<file path="src/rtl/hex_display_driver_pkg.sv">
// Shared types and seven-segment constants for the hex display driver.
// All segment patterns are active-low {g,f,e,d,c,b,a}.
package hex_display_pkg;

    typedef enum logic [1:0] {
        EMPTY,
        HOLD,
        OPEN
    } state_t;

    localparam logic [6:0] SEG_DASH = 7'h3F;
    localparam logic [6:0] SEG_OFF  = 7'h7F;

    // Index n holds the pattern for hex digit n.
    localparam logic [15:0][6:0] SEG_TABLE = {
        7'h0E, 7'h06, 7'h21, 7'h46,   // F E d C
        7'h03, 7'h08, 7'h10, 7'h00,   // b A 9 8
        7'h78, 7'h02, 7'h12, 7'h19,   // 7 6 5 4
        7'h30, 7'h24, 7'h79, 7'h40    // 3 2 1 0
    };

endpackage

</file>
<file path="src/rtl/hex_display_driver_if.sv">
// Valid/ready word stream from the NoC into the display driver.
interface hex_display_driver_if;
    logic [31:0] DataIn;
    logic        DataValid;
    logic        DataReady;

    modport master (output DataIn, output DataValid, input DataReady);
    modport slave  (input DataIn, input DataValid, output DataReady);
endinterface

</file>
<file path="src/rtl/hex_display_driver_seg.sv">
// One seven-segment digit: nibble to active-low pattern, or dark when blanked.
module hex_to_seven_seg
    import hex_display_pkg::*;
(
    input  logic [3:0] nibble,
    input  logic       blank,
    output logic [6:0] seg
);

    assign seg = blank ? SEG_OFF : SEG_TABLE[nibble];

endmodule

</file>
<file path="src/rtl/hex_display_driver.sv">
// Display end of the NoC result stream: accepts a word, shows it as 8 hex
// digits and refuses the next word until it has been visible HOLD_COUNT cycles.
// Optional macro HEX_DISPLAY_LZB_EN blanks digits above the top non-zero nibble.
module hex_display_driver
    import hex_display_pkg::*;
#(
    parameter int HOLD_COUNT  = 50000000,
    parameter int COUNT_WIDTH = 8
) (
    input  logic                   Clock,
    input  logic                   Reset,
    hex_display_driver_if.slave    bus,
    output logic [COUNT_WIDTH-1:0] WordCount,
    output logic [6:0]             HEX0,
    output logic [6:0]             HEX1,
    output logic [6:0]             HEX2,
    output logic [6:0]             HEX3,
    output logic [6:0]             HEX4,
    output logic [6:0]             HEX5,
    output logic [6:0]             HEX6,
    output logic [6:0]             HEX7
);

    // Counter only ever holds HOLD_COUNT-1 down to 0.
    localparam int CNT_W = (HOLD_COUNT > 1) ? $clog2(HOLD_COUNT) : 1;
    localparam logic [CNT_W-1:0] HOLD_INIT = CNT_W'(HOLD_COUNT - 1);

    state_t           state;
    logic [31:0]      word_q;
    logic [CNT_W-1:0] hold_cnt;
    logic             ready_q;
    logic             xfer;
    logic [7:0][6:0]  seg;
    logic [7:0][6:0]  disp;
    logic [7:0]       blank;

    assign bus.DataReady = ready_q;
    assign xfer          = bus.DataValid && ready_q;

    // Accept/hold/reopen sequencing; DataReady is registered alongside state.
    always_ff @(posedge Clock) begin
        if (Reset) begin
            state     <= EMPTY;
            word_q    <= '0;
            hold_cnt  <= '0;
            WordCount <= '0;
            ready_q   <= 1'b1;
        end else begin
            case (state)
                EMPTY, OPEN: begin
                    if (xfer) begin
                        state     <= HOLD;
                        word_q    <= bus.DataIn;
                        hold_cnt  <= HOLD_INIT;
                        WordCount <= WordCount + COUNT_WIDTH'(1);
                        ready_q   <= 1'b0;
                    end
                end
                HOLD: begin
                    if (hold_cnt == '0) begin
                        state   <= OPEN;
                        ready_q <= 1'b1;
                    end else begin
                        hold_cnt <= hold_cnt - CNT_W'(1);
                    end
                end
                default: begin
                    state   <= EMPTY;
                    ready_q <= 1'b1;
                end
            endcase
        end
    end

    for (genvar i = 0; i < 8; i++) begin : g_dig
        if (i == 0) begin : g_lsd
            // The least significant digit is always lit so zero reads "0".
            assign blank[i] = 1'b0;
        end else begin : g_upper
`ifdef HEX_DISPLAY_LZB_EN
            assign blank[i] = (word_q[31:4*i] == '0);
`else
            assign blank[i] = 1'b0;
`endif
        end

        hex_to_seven_seg u_seg (
            .nibble (word_q[4*i +: 4]),
            .blank  (blank[i]),
            .seg    (seg[i])
        );
    end

    // Dashes until the first word arrives; the word register drives the rest.
    assign disp = (state == EMPTY) ? {8{SEG_DASH}} : seg;

    assign HEX0 = disp[0];
    assign HEX1 = disp[1];
    assign HEX2 = disp[2];
    assign HEX3 = disp[3];
    assign HEX4 = disp[4];
    assign HEX5 = disp[5];
    assign HEX6 = disp[6];
    assign HEX7 = disp[7];

endmodule

</file>
<file path="src/flat_wrapper.sv">
// flat-port wrapper written by rule: the top's interface ports become plain ports
module hex_display_driver_flat import hex_display_pkg::*;
#(
    parameter int HOLD_COUNT  = 50000000,
    parameter int COUNT_WIDTH = 8
)
  (Clock, Reset, WordCount, HEX0, HEX1, HEX2, HEX3, HEX4, HEX5, HEX6, HEX7, bus_DataIn, bus_DataValid, bus_DataReady);
  hex_display_driver_if bus_i ();
  input  logic Clock;
  input  logic Reset;
  output logic [COUNT_WIDTH-1:0] WordCount;
  output logic [6:0] HEX0;
  output logic [6:0] HEX1;
  output logic [6:0] HEX2;
  output logic [6:0] HEX3;
  output logic [6:0] HEX4;
  output logic [6:0] HEX5;
  output logic [6:0] HEX6;
  output logic [6:0] HEX7;
  input wire logic [$bits(bus_i.DataIn)-1:0] bus_DataIn;
  input wire logic [$bits(bus_i.DataValid)-1:0] bus_DataValid;
  output wire logic [$bits(bus_i.DataReady)-1:0] bus_DataReady;
  assign bus_i.DataIn = bus_DataIn;
  assign bus_i.DataValid = bus_DataValid;
  assign bus_DataReady = bus_i.DataReady;
  hex_display_driver #(.HOLD_COUNT(HOLD_COUNT), .COUNT_WIDTH(COUNT_WIDTH)) u_core (.Clock(Clock), .Reset(Reset), .bus(bus_i), .WordCount(WordCount), .HEX0(HEX0), .HEX1(HEX1), .HEX2(HEX2), .HEX3(HEX3), .HEX4(HEX4), .HEX5(HEX5), .HEX6(HEX6), .HEX7(HEX7));
endmodule
</file>
<file path="config.mk">
export PLATFORM = sky130hd
export DESIGN_NAME = hex_display_driver_flat
export DESIGN_NICKNAME = d
export VERILOG_FILES = /design/src/rtl/hex_display_driver_pkg.sv /design/src/rtl/hex_display_driver_if.sv /design/src/rtl/hex_display_driver_seg.sv /design/src/rtl/hex_display_driver.sv /design/src/flat_wrapper.sv
export SDC_FILE = /design/constraint.sdc
export NUM_CORES = 1
export LEC_CHECK = 0
export BUFFER_PORTS_ARGS = -buffer_cell sky130_fd_sc_hd__buf_2
export CORE_UTILIZATION = 54
export CTS_BUF_LIST = sky130_fd_sc_hd__clkbuf_4 sky130_fd_sc_hd__clkbuf_8
export CTS_CLUSTER_DIAMETER = 150
export CTS_CLUSTER_SIZE = 14
export DETAILED_ROUTE_END_ITERATION = 12
export PLACE_DENSITY = 0.84
export SYNTH_ARGS = -nofsm -noshare
export SYNTH_HDL_FRONTEND = slang
export SYNTH_SLANG_ARGS = --single-unit
</file>
<file path="constraint.sdc">
create_clock -name Clock -period 2.57 [get_ports Clock]
set_clock_uncertainty 0.05 [all_clocks]
set_input_delay 0.3855 -clock Clock [delete_from_list [all_inputs] [get_ports Clock]]
set_output_delay 0.3855 -clock Clock [all_outputs]
set_load 0.02 [all_outputs]
</file>
==> flow_metrics.tcl, run 1 <==
set metrics [dict create \
    antenna_left 0 \
    cp.arrival_ps 2650 \
    status "complete, no violations" \
    ys_types 59 \
    timing.max_cap.violations 0 \
    vias 5282 \
    critPathRequiredTime_ps 2840 \
    synth_edf_count 0 \
    clkLatencyLatePin_ps 450 \
    ctsHoldBuffers 0 \
    ys_top_cells_by_count "dfxtp_1, mux2i_1, or2_2" \
    rsz0062_at_grt "no" \
    layout.cells.non_filler 974 \
    p_leak_nw 3.33 \
    maxSlewViolCount 0 \
    synthTopCellsByArea "dfxtp_1, ha_1, mux2i_1" \
    synthToLayoutAreaGrowth_pct 17.4 \
    synth-seq-area-share_pct 37.8 \
    cts_tree "done" \
    core_um2 12000 \
    fmax_mhz 420 \
    grt_use_met1_pct 27.5 \
    ys_seq_elements 125 \
    synth_most_common_cell "dfxtp_1" \
    syn_inst 704 \
    layout-drive-gt1-share_pct 30.5 \
    hold_path_class "in -> reg" \
    fp.dieH_um 113 \
    syn_area_um2 6620 \
    grt_start_max_net_pins 49 \
    cts.sinks 125 \
    viasPerCell 5.42 \
    fin_tns_setup_ps 0 \
    portBuffers 99 \
    syn_avg_cell_area_um2 9.41 \
    post_cts_resized 0 \
    gp_congestion 0.870 \
    cp_slowest_stage_delay_ps 460 \
    synth_ff_type "dfxtp_1" \
    clockBufferDepth 2 \
    dp_hpwl_um 9810 \
    placed_area_um2 7370 \
    worstMarginPinSlew_ps 705 \
    grt_pass1_vias 4881 \
    r2r_slack_ps 190 \
    final_area_um2 7780 \
    grt_util_met2_pct 36.1 \
    post-cts-setup-buffers 0 \
    cp_top_family "simple AND/OR/NAND/NOR gates" \
    final_nets 899 \
    initial_core_util_pct 55.4 \
    fin_crit_ps 2380 \
    crit_chain "and2b_1 -> and2_1 -> nand2_1 -> a21oi_1 -> inv_1 -> ha_1 -> mux4_2" \
    rows 40 \
    yosysTopAreaCellShare_pct 37.8 \
    die_x_um 113 \
    cts-root-buf "clkbuf_8" \
    setup_violations 0 \
    first_iter_violations 475 \
    path_clk_slew_ps 70 \
    post-place-ws_ps 60.2 \
    grt_pass1_wl_um 22300 \
    relSlewSlack_pct 52.3 \
    cp-end-kind "flop" \
    grt_busiest_layer "met2" \
    async_flop_share_pct 0 \
    die-area_um2 12700 \
    power_density_nw_per_um2 665 \
    min_period_over_period_pct 92.6 \
    worstSetupStartpointType "flop" \
    synth_top_cell_by_area "dfxtp_1" \
    hold_viol 0 \
    grtUsageTotal_pct 22.2 \
    crit_slowest_cell "mux4_2" \
    cts_buffers 17 \
    drc_errors 0 \
    ios 100 \
    dp_cells 942 \
    gr-total-overflow 0 \
    critPathKind "reg -> reg" \
    peakVddDrop_mv 0.349 \
    cp.buffers_inverters 1 \
    diodes 0 \
    grtUsageMet3_pct 6.16 \
    routed_wirelength_um 13400 \
    layout_setup_ws_ps 191 \
    avgRoutedWirePerCell_um 13.8 \
    yosys_warnings 0 \
    path_max_fanout 7 \
    antenna_found_initial 0 \
    h-tree-depth 4 \
    synthesis.nets 789 \
    dr.pass1.iters 4 \
]
-- path summary, 6_finish.rpt --
path                          from                           end  cells after the start
hold reg to reg   u_core.word_q[1]              u_core.word_q[1]                      2
hold / removal      bus_DataIn[28]             u_core.word_q[28]                      3
setup / recovery   u_core.state[0]  u_core.g_dig[5].u_seg.seg[3]                      7
setup reg to reg   u_core.state[0]  u_core.g_dig[5].u_seg.seg[3]                      7
-- stage by stage --
step | power, W | hold slack (ps) | util, %
after floorplan | 0.00315 | 394 | -
after global placement | 0.00346 | 404 | 61.7
after detailed placement | 0.00349 | 406 | 61.7
after CTS | 0.00521 | 122 | 65.0
after global routing | 0.00544 | 138 | 65.0
final | 0.00517 | 155 | 65.0
-- layer usage --
layer  vias up  share of wire, %
met5         -                 0
met4         0               2.0
met3        30               4.2
met2       128                48
met1      2437                46
li1       2687                 -
-- area by class of cell --
| type | count | area, um^2 |
|---|---|---|
| fillers | 953 | 4180 |
| multi-input cells | 492 | 3700 |
| flip-flops and latches | 125 | 2500 |
| repair buffers | 136 | 823 |
| clock buffers | 22 | 290 |
| well taps | 147 | 184 |
| inverters | 42 | 160 |
| clock inverters | 10 | 113 |
-- sequential cells by signal, summed over array words and instances (netlist names) --
| signal | count |
|---|---|
| u_core.g_dig.u_seg.seg | 56 |
| u_core.word_q | 32 |
| u_core.WordCount | 8 |
| u_core.hold_cnt | 26 |
| u_core.bus.DataReady | 1 |
| u_core.state | 2 |
-- cells by family (layout without fill, tap and decap cells) --
family | Yosys count | after routing | share of synthesized area, %
XOR/XNOR | 25 | 25 | 3.31
AO/OA/AOI/OAI | 124 | 124 | 12.2
adder cells (fa/ha/maj) | 50 | 50 | 9.45
buffers and inverters | 87 | 210 | 6.39
multiplexers | 66 | 66 | 11.5
flip-flops | 125 | 125 | 37.8
AND/OR/NAND/NOR | 227 | 227 | 19.4
-- worst register-to-register path, delay by kind of cell (launching register included) --
| family | cells | cell delay (ps) |
|---|---|---|
| AO/OA/AOI/OAI | 1 | 310 |
| adder cells (fa/ha/maj) | 1 | 280 |
| buffers and inverters | 1 | 140 |
| flip-flops | 1 | 320 |
| multiplexers | 1 | 460 |
| AND/OR/NAND/NOR | 3 | 680 |
-- power breakdown --
part	total, W	internal [W]	switching [W]
clock network	0.00172	0.000957	0.000767
registers	0.00222	0.00212	0.0000993
logic	0.00123	0.000533	0.000695
-- placed cells by master (no fill, tap or decap), drive strengths merged, types with 7 or more instances in the layout --
master | Yosys | final
buf | 28 | 136
dfxtp | 125 | 125
or2 | 61 | 61
mux2i | 56 | 56
ha | 50 | 50
nor2 | 49 | 49
inv | 40 | 41
a21oi | 38 | 38
nand2 | 31 | 31
o22ai | 24 | 24
clkbuf | 17 | 22
o21ai | 19 | 19
xor2 | 15 | 15
nor3 | 14 | 14
nand3 | 13 | 13
or3 | 12 | 12
xnor2 | 10 | 10
nor2b | 9 | 9
nor4 | 9 | 9
and3 | 8 | 8
mux4 | 8 | 8
clkinv | 2 | 7
(Power assumes the default switching activity.)
==> run 2, diff against run 1 <==
--- a/config.mk
+++ b/config.mk
@@ -6,7 +6,9 @@
 export NUM_CORES = 1
 export LEC_CHECK = 0
 export BUFFER_PORTS_ARGS = -buffer_cell sky130_fd_sc_hd__buf_2
-export CORE_UTILIZATION = 54
+export CELL_PAD_IN_SITES_DETAIL_PLACEMENT = 0
+export CELL_PAD_IN_SITES_GLOBAL_PLACEMENT = 1
+export CORE_UTILIZATION = 41
 export CTS_BUF_LIST = sky130_fd_sc_hd__clkbuf_4 sky130_fd_sc_hd__clkbuf_8
 export CTS_CLUSTER_DIAMETER = 150
 export CTS_CLUSTER_SIZE = 14
==> flow_metrics.tcl, run 2 (synthesized netlist as in run 1, its figures left out) <==
set metrics [dict create \
    cp.buffers_inverters 2 \
    first_iter_violations 239 \
    r2r_slack_ps 220 \
    die-area_um2 16700 \
    path_depth 8 \
    cp-endpoint "u_core.g_dig[2].u_seg.seg[3]" \
    rows 46 \
    grt_pass1_vias 4750 \
    die_x_um 129 \
    peakVddDrop_mv 0.454 \
    grtUsageTotal_pct 17.7 \
    vias 5237 \
    cp-end-kind "flop" \
    timing.max_cap.violations 0 \
    crit_slowest_cell "mux4_2" \
    critPathKind "reg -> reg" \
    cp.arrival_ps 2600 \
    worstMarginPinSlew_ps 541 \
    h-tree-depth 4 \
    ios 100 \
    largest_register_ffs 56 \
    initial_core_util_pct 41.8 \
    fin_crit_ps 2350 \
    worstRegToRegCells 8 \
    layout_common_cells "dfxtp_1, buf_2, or2_2, mux2i_1, ha_1" \
    core_um2 15800 \
    dp_hpwl_um 10200 \
    post_cts_resized 0 \
    clkLatencyLatePin_ps 440 \
    portBuffers 99 \
    path_clk_slew_ps 70 \
    rsz0062_at_grt "no" \
    post-cts-setup-buffers 0 \
    layout-drive-gt1-share_pct 31.4 \
    cp_top_family "simple AND/OR/NAND/NOR gates" \
    avgRoutedWirePerCell_um 13.4 \
    synthToLayoutAreaGrowth_pct 19.6 \
    startpoint "u_core.state[0]" \
    grt_util_met2_pct 28.4 \
    crit_chain "and2b_1 -> and2_1 -> nand2_1 -> a21oi_1 -> buf_4 -> inv_1 -> ha_1 -> mux4_2" \
    r2r_start "u_core.state[0]" \
    fmax_mhz 426 \
    cts-root-buf "clkbuf_8" \
    antenna_left 0 \
    antenna_found_initial 0 \
    path_max_fanout 8 \
    relSlewSlack_pct 63.6 \
    worstSetupStartpointType "flop" \
    routed_wirelength_um 14100 \
    diodes 0 \
    grt_busiest_layer "met2" \
    hold_path_class "in -> reg" \
    fin_tns_setup_ps 0 \
    min_period_over_period_pct 91.3 \
    cts_buffers 17 \
    cp_slowest_stage_delay_ps 480 \
    final_nets 910 \
    clockBufferDepth 2 \
    power_density_nw_per_um2 654 \
    critPathRequiredTime_ps 2830 \
    gp_congestion 0.858 \
    fp.dieH_um 129 \
    maxSlewViolCount 0 \
    holdWs_ps 160 \
    hold_viol 0 \
    grt_start_max_net_pins 36 \
    cts.sinks 125 \
    rr_endpoint "u_core.g_dig[2].u_seg.seg[3]" \
    setup_violations 0 \
    fillers 1487 \
    ctsHoldBuffers 0 \
    layout_commonest_cell "dfxtp_1" \
    drc_errors 0 \
    status "complete, no violations" \
    cts_tree "done" \
    p_leak_nw 3.38 \
    gr-total-overflow 0 \
    grtUsageMet3_pct 5.33 \
    grt_pass1_wl_um 23000 \
    viasPerCell 4.97 \
    dr.pass1.iters 5 \
    grt_use_met1_pct 22.8 \
]
## run 2: layout make-up
class / instances / area [um^2] / share of cell area, %
Clock buffer: 27 / 353 / 4.45
Clock inverter: 5 / 52.6 / 0.663
Inverter: 42 / 160 / 2.02
Multi-Input combinational cell: 492 / 3700 / 46.8
Sequential cell: 125 / 2500 / 31.6
Tap cell: 216 / 270 / 3.41
Timing Repair Buffer: 147 / 881 / 11.1
## run 2: worst min path at each step
stage | start | to | slack, ps | cells past startpoint
after floorplan | u_core.word_q[13] | u_core.word_q[13] | 390 | 2
final | bus_DataIn[17] | u_core.word_q[17] | 160 | 3
after CTS | bus_DataIn[17] | u_core.word_q[17] | 120 | 3
after detailed placement | u_core.word_q[21] | u_core.word_q[21] | 410 | 2
after global placement | u_core.word_q[1] | u_core.word_q[1] | 400 | 2
after global routing | bus_DataIn[17] | u_core.word_q[17] | 140 | 3
## run 2: where the power goes
group	switching (W)	leakage, nW	total [W]	internal, W
combinational	0.000706	2.14	0.00125	0.000544
clock	0.000734	0.212	0.00171	0.000974
sequential	0.0000960	1.03	0.00222	0.00212
## run 2: layer usage
metal	vias up	wire length, um
met2	100	6550
met1	2421	6840
li1	2707	-
met5	-	0
met3	9	577
met4	0	106
## run 2: per-stage QoR
| step | utilization [%] | instance area, um^2 | setup slack (ps) | power (W) | instances |
|---|---|---|---|---|---|
| 2_1_floorplan | - | 6620 | 62.6 | 0.00315 | 704 |
| 3_3_place_gp | 47.5 | 7520 | 160 | 0.00350 | 1022 |
| 3_5_place_dp | 47.5 | 7520 | 89.1 | 0.00351 | 1022 |
| 4_1_cts | 50.1 | 7920 | 218 | 0.00524 | 1054 |
| 5_1_grt | 50.1 | 7920 | 64.8 | 0.00546 | 1054 |
| 6_report | 50.1 | 7920 | 225 | 0.00518 | 1054 |
## run 2: tightest hold or removal path: stages
cell and delay, ps:
buf_2 100, nand2_1 60, a21oi_1 60
